--- src/rtl/exibe_sequencia.sv ---
// exibe_sequencia: plays the stored move sequence 0..limite on the LEDs,
// each move lit for ON_CYCLES then blanked for OFF_CYCLES. Rev 1.0.
`default_nettype none

module exibe_sequencia #(
   parameter int ADDR_W     = 4,
   parameter int DATA_W     = 4,
   parameter int ON_CYCLES  = 500,
   parameter int OFF_CYCLES = 250
) (
   input  logic              clock,
   input  logic              reset,
   input  logic              iniciar,
   input  logic [ADDR_W-1:0] limite,
   input  logic [DATA_W-1:0] dado,
   output logic [ADDR_W-1:0] endereco,
   output logic [DATA_W-1:0] leds,
   output logic              exibindo,
   output logic              pronto,
   output logic [3:0]        db_estado
);

   localparam int C_MAX_CYCLES = (ON_CYCLES > OFF_CYCLES) ? ON_CYCLES : OFF_CYCLES;
   localparam int C_TMR_W      = $clog2(C_MAX_CYCLES) + 1;

   localparam logic [C_TMR_W-1:0] C_ON_LAST  = C_TMR_W'(ON_CYCLES - 1);
   localparam logic [C_TMR_W-1:0] C_OFF_LAST = C_TMR_W'(OFF_CYCLES - 1);

   localparam logic [3:0] C_ST_INICIAL    = 4'd0;
   localparam logic [3:0] C_ST_PREPARACAO = 4'd1;
   localparam logic [3:0] C_ST_CARREGA    = 4'd2;
   localparam logic [3:0] C_ST_MOSTRA     = 4'd3;
   localparam logic [3:0] C_ST_APAGA      = 4'd4;
   localparam logic [3:0] C_ST_PROXIMO    = 4'd5;
   localparam logic [3:0] C_ST_FINAL      = 4'd6;

   logic [3:0]         estado_q,   estado_d;
   logic [ADDR_W-1:0]  endereco_q, endereco_d;
   logic [DATA_W-1:0]  leds_q,     leds_d;
   logic [C_TMR_W-1:0] timer_q,    timer_d;
   logic [ADDR_W-1:0]  limite_q,   limite_d;

   always_ff @(posedge clock) begin
      if (reset) begin
         estado_q   <= C_ST_INICIAL;
         endereco_q <= '0;
         leds_q     <= '0;
         timer_q    <= '0;
         limite_q   <= '0;
      end else begin
         estado_q   <= estado_d;
         endereco_q <= endereco_d;
         leds_q     <= leds_d;
         timer_q    <= timer_d;
         limite_q   <= limite_d;
      end
   end

   always_comb begin
      estado_d   = estado_q;
      endereco_d = endereco_q;
      leds_d     = leds_q;
      timer_d    = timer_q;
      limite_d   = limite_q;
      case (estado_q)
         C_ST_INICIAL: begin
            if (iniciar) estado_d = C_ST_PREPARACAO;
         end
         C_ST_PREPARACAO: begin
            endereco_d = '0;
            timer_d    = '0;
            limite_d   = limite;
            leds_d     = '0;
            estado_d   = C_ST_CARREGA;
         end
         C_ST_CARREGA: begin
            leds_d   = dado;
            timer_d  = '0;
            estado_d = C_ST_MOSTRA;
         end
         C_ST_MOSTRA: begin
            if (timer_q == C_ON_LAST) begin
               timer_d  = '0;
               leds_d   = '0;
               estado_d = C_ST_APAGA;
            end else begin
               timer_d = timer_q + C_TMR_W'(1);
            end
         end
         C_ST_APAGA: begin
            leds_d = '0;
            // Terminal test happens before the increment, so endereco never wraps.
            if (timer_q == C_OFF_LAST) begin
               timer_d  = '0;
               estado_d = (endereco_q == limite_q) ? C_ST_FINAL : C_ST_PROXIMO;
            end else begin
               timer_d = timer_q + C_TMR_W'(1);
            end
         end
         C_ST_PROXIMO: begin
            endereco_d = endereco_q + ADDR_W'(1);
            estado_d   = C_ST_CARREGA;
         end
         C_ST_FINAL: begin
            leds_d = '0;
            if (iniciar) estado_d = C_ST_PREPARACAO;
         end
         default: begin
            estado_d = C_ST_INICIAL;
         end
      endcase
   end

   always_comb begin
      exibindo  = (estado_q == C_ST_CARREGA) || (estado_q == C_ST_MOSTRA) ||
                  (estado_q == C_ST_APAGA)   || (estado_q == C_ST_PROXIMO);
      pronto    = (estado_q == C_ST_FINAL);
      db_estado = estado_q;
   end

   assign endereco = endereco_q;
   assign leds     = leds_q;

endmodule

`default_nettype wire
--- config.mk ---
export PLATFORM = sky130hd
export DESIGN_NAME = exibe_sequencia
export DESIGN_NICKNAME = d
export VERILOG_FILES = /design/src/rtl/exibe_sequencia.sv
export SDC_FILE = /design/constraint.sdc
export NUM_CORES = 1
export LEC_CHECK = 0
export CORE_ASPECT_RATIO = 0.9
export CORE_MARGIN = 5
export CORE_UTILIZATION = 40
export DETAILED_ROUTE_END_ITERATION = 12
export SLEW_MARGIN = 20
export SYNTH_ARGS = -nofsm -noshare
export SYNTH_HDL_FRONTEND = slang
export SYNTH_SLANG_ARGS = --single-unit
--- constraint.sdc ---
create_clock -name clock -period 2.91 [get_ports clock]
set_input_delay 0.291 -clock clock [delete_from_list [all_inputs] [get_ports clock]]
set_output_delay 0.291 -clock clock [all_outputs]
set_load 0.02 [all_outputs]
**Word-level counts from Yosys, hierarchy flattened**

Cells that the tools add are included.

- Flip-flop bits (word level): 26
- Word-level logic and storage cells: 43

- $add $sub $neg: 2
- Eq/ne operators: 12
- Mux-type cells: 11
- Reduce and logical (&&, ||, !) cells: 13

Operators with widths:

| kind | number |
|---|---|
| $pmux 10 s3 | 1 |
| $mux 10 | 2 |
| $pmux 4 s5 | 1 |
| $mux 4 | 4 |
| $eq 4x3->1 const B | 3 |
| $pmux 4 s3 | 1 |
| $add 10x1->10 const B | 1 |
| $eq 10x8->1 const B | 1 |
| $eq 10x9->1 const B | 1 |
| $eq 4x2->1 const B | 2 |
| $pmux 4 s2 | 1 |
| $reduce_bool 3->1 | 2 |
| $reduce_or 2->1 | 3 |
| $add 4x1->4 const B | 1 |
| $eq 4x1->1 const B | 1 |
| $eq 4x4->1 | 1 |
| $logic_not 4->1 | 1 |
| $ne 2x2->1 const B | 2 |
| $logic_or 1x1->1 | 3 |
| $reduce_and 3->1 | 1 |
| $reduce_or 3->1 | 1 |
| $mux 2 | 1 |
| $ne 2x1->1 const B | 1 |
| $reduce_and 2->1 | 1 |
| $reduce_bool 2->1 | 1 |

**Logic depth before layout (Yosys ltp)**

- Depth after elaboration: 4
- Gate-level depth with buffers: 7

**Worst setup path after synthesis**

Ideal clock, no wire load.

- Path type: register to output
- From: register estado_q[1] (netlist: db_estado[1])
- To: output pronto
- Arrival time: 1.621 ns
- Required time: 2.619 ns
- Path slack: 0.998 ns
- Stages on the path, launching flop included: 5
- Path through: dfxtp_1 > clkbuf_1 > clkbuf_1 > inv_1 > nor3b_1

- Longest elaborated chain between the ends: 1

RTL lines:

| element | line | source |
|---|---|---|
| from (decl) | 37 | `logic [3:0] estado_q, estado_d;` |
| from (signal assigned) | 51 | `estado_q <= estado_d;` |
| $eq 4x3->1 | 117 | `pronto = (estado_q == C_ST_FINAL);` |
| to (decl) | 19 | `output logic pronto,` |

Every way passes these cells.

**Worst setup path in the final report**

Ends and elaborated chain as after synthesis.

==> impl_metrics.csv <==
group,metric,value,unit
drt,vias,1292,
power,worst_ir_drop_vdd,0.377,mV
sta,maxSlewViolCount,0,
cts,path_clk_slew,0.08,ns
floorplanning,fp.dieW,72.3,um
worst_setup_path,startpoint_type,"register",
worst_setup_path,cp_num_cells,3,
synthesis,synth_nets,189,
power,intPower,0.684,mW
power,finalPower,1.13,mW
synthesis,synth.area.mux_share,0.0287,
cts,root_buffer,"clkbuf_8",
synthesis,synth-simple-area-share,0.276,
layout,final_nets,205,
sta,grt_setup_unrepaired,"false",
layout,multi_input_area,827,um^2
cts,cts_resized,0,
drt,wirelength,3.30,mm
worst_setup_path,path_cells,"inv_1, nor3b_1, clkdlybuf4s50_1",
grt,antenna_found_initial,0,
drt,ant_nets,0,
sta,fmax,0.438,GHz
grt,global_route.usage.total,0.150,
hold_path,hp-class,"reg2reg",
sta,finalHoldViolations,0,
layout,regArea,500,um^2
drt,dr.pass1.iters,4,
placed_design,place_ws,0.914,ns
sta,period_minus_slack,2.28,ns
floorplanning,fp-row-count,20,
status,status,"finished clean",
synthesis,ys.flop_type,"dfxtp_1",
layout,nFillCells,343,
synthesis,synth-compound-area-share,0.227,
synthesis,async_flop_share,0,
power,leakagePower,0.600,nW
worst_setup_path,crit_slowest_cell,"dfxtp_1",
layout,syn_to_final_growth,20.4,%
floorplanning,die_h,66.1,um
grt,grt_first_pass_wirelength,5.73,mm
drt,viasPerCell,5.52,
worst_setup_path,criticalPathCategory,"reg2out",
cts,post-cts-setup-buffers,0,
worst_setup_path,crit_start,"db_estado[1]$_SDFFE_PP0P_",
synthesis,netlist_instances,175,
synthesis,synth_top_family_by_area,"simple AND/OR/NAND/NOR gates",
sta,worst_pin_slew,0.623,ns
layout,n_antenna_cell,0,
cts,htreeDepth,1,
power,seqPwrFrac,0.426,
worst_setup_path,cp.arrival,1.99,ns
power,pwr-share-clk,0.179,
synthesis,synth_edf_count,0,
sta,skew,0.00226,ns
grt,grt_pass1_vias,1209,
worst_setup_path,crit_required,2.62,ns
floorplanning,start_util,0.413,
drt,drt-wirelength-per-cell,14.1,um
floorplanning,core,3380,um^2
sta,maxSlewHeadroom,0.584,
synthesis,yosysWarnings,0,
worst_setup_path,path_buf_inv,2,
placed_design,place.gp.congestion,0.778,
cts,clock_latency,0.27,ns
drt,first_iter_violations,46,
worst_setup_path,slowest_delay,0.73,ns
layout,layout-drive-gt1-share,0.0526,
synthesis,synth_adder_area_share,0.0269,
flow_run,drv_cap,0,
synthesis,synth_cell_types,42,
sta,finalSetupViolations,0,
sta,worst_slack,0.628,ns
synthesis,synth_seq_cells,25,
power,power_density,673,nW/um^2
worst_setup_path,cp_top_family,"buffers and inverters",
drt,drc,0,
worst_setup_path,r2r_start,"db_estado[2]$_SDFFE_PP0P_",
synthesis,seq_area_frac_synth,0.358,
cts,ctsLongestPathBuffers,2,
synthesis,synth-xor-area-share,0.0314,
hold_path,hold_path_depth,2,
sta,fin_crit_sh,0.784,
grt,grt_start_max_net_pins,25,
worst_setup_path,worstPathMaxFanout,19,
floorplanning,pin_count,25,
placed_design,dp_hpwl,2.41,mm
sta,fin_setup_tns,0,ns
placed_design,port_buffers,23,
cts,cts_buffers,3,
cts,hold_buffers,0,
power,swShare,0.395,
worst_setup_path,end_kind,"output pin",
synthesis,netlist_area,1400,um^2
cts,cts_tree,"yes",
power,switchingPower,0.448,mW
worst_setup_path,worstRegToRegCells,4,
power,p_comb_frac,0.395,
synthesis,synth_area_per_cell,7.98,um^2
floorplanning,die_area,4770,um^2
cts,numClockSinks,25,
grt,gr-total-overflow,0,
hold_path,hold_start,"leds[0]$_SDFFE_PP0P_",
[cell families after synthesis]
group / count (synthesis)
XOR/XNOR: 5
other: 1
AND/OR/NAND/NOR: 71
adder cells (fa/ha/maj): 3
multiplexers: 4
flip-flops: 25
buffers and inverters: 17
AO/OA/AOI/OAI: 49
[power groups by stage]
stage          combinational [mW]  clock (mW)  sequential (mW)
3_5_place_dp                0.448           0            0.490
2_1_floorplan               0.346           0            0.450
5_1_grt                     0.494       0.222            0.499
6_report                    0.448       0.202            0.482
3_3_place_gp                0.447           0            0.482
4_1_cts                     0.450       0.209            0.482
[cell usage in the layout (no fill, tap or decap), types with 4 or more instances in the layout]
cell and count:
dfxtp_1 25, clkdlybuf4s50_1 23, a21oi_1 16, nand2_1 15, nor2_1 15, nor3_1 10, nand3_1 8, o22ai_1 7
o21a_1 5, o21ai_0 5, inv_1 4, xor2_1 4, nand3b_1 4, mux2i_1 4
[registers in the layout, summed over array words and instances (netlist names)]
name       count
endereco       4
limite_q       4
timer_q       10
db_estado      3
leds           4
[path summary, 6_finish.rpt]
check,end,slack [ns]
worst max-delay path,pronto,0.63
worst min-delay path,leds[0]$_SDFFE_PP0P_,0.48
worst max register to register,db_estado[1]$_SDFFE_PP0P_,0.87
worst min register to register,leds[0]$_SDFFE_PP0P_,0.48
[cell usage after synthesis, drive strengths merged (5+ instances only)]
| master | count | area [um^2] |
|---|---|---|
| nand2 | 15 | 56.3 |
| nand3 | 8 | 40.0 |
| nor3 | 10 | 50.1 |
| dfxtp | 25 | 500 |
| o21a | 5 | 37.5 |
| a21oi | 16 | 80.1 |
| o21ai | 5 | 25.0 |
| o22ai | 7 | 43.8 |
| nor2 | 15 | 56.3 |
| clkbuf | 11 | 41.3 |
[metal layers]
metal	up-vias	track usage	routed length, um
met5	-	0	0
met4	0	0.0329	14
met3	4	0.0532	222
met2	36	0.236	1480
met1	594	0.195	1580
li1	658	-	-
[area by class of cell]
type / count / area share
multi-input combinational: 133 / 0.492
clock buffer: 3 / 0.0246
tap: 44 / 0.0327
timing repair buffer: 24 / 0.141
clock inverter: 1 / 0.00298
inverter: 4 / 0.00893
sequential: 25 / 0.298
[worst min-delay path, cell delays in order (launching register included)]
cell and delay (ns):
dfxtp_1 0.31, o21ai_0 0.06, a21oi_1 0.06
[metrics by stage]
stage | utilization | instance area (um^2) | instances | hold WS [ns]
2_1_floorplan | - | 1400 | 175 | 0.438
3_3_place_gp | 0.484 | 1640 | 230 | 0.463
3_5_place_dp | 0.484 | 1640 | 230 | 0.471
4_1_cts | 0.498 | 1680 | 234 | 0.482
5_1_grt | 0.498 | 1680 | 234 | 0.514
6_report | 0.498 | 1680 | 234 | 0.476
No activity file was read; power rests on OpenSTA's default activity.
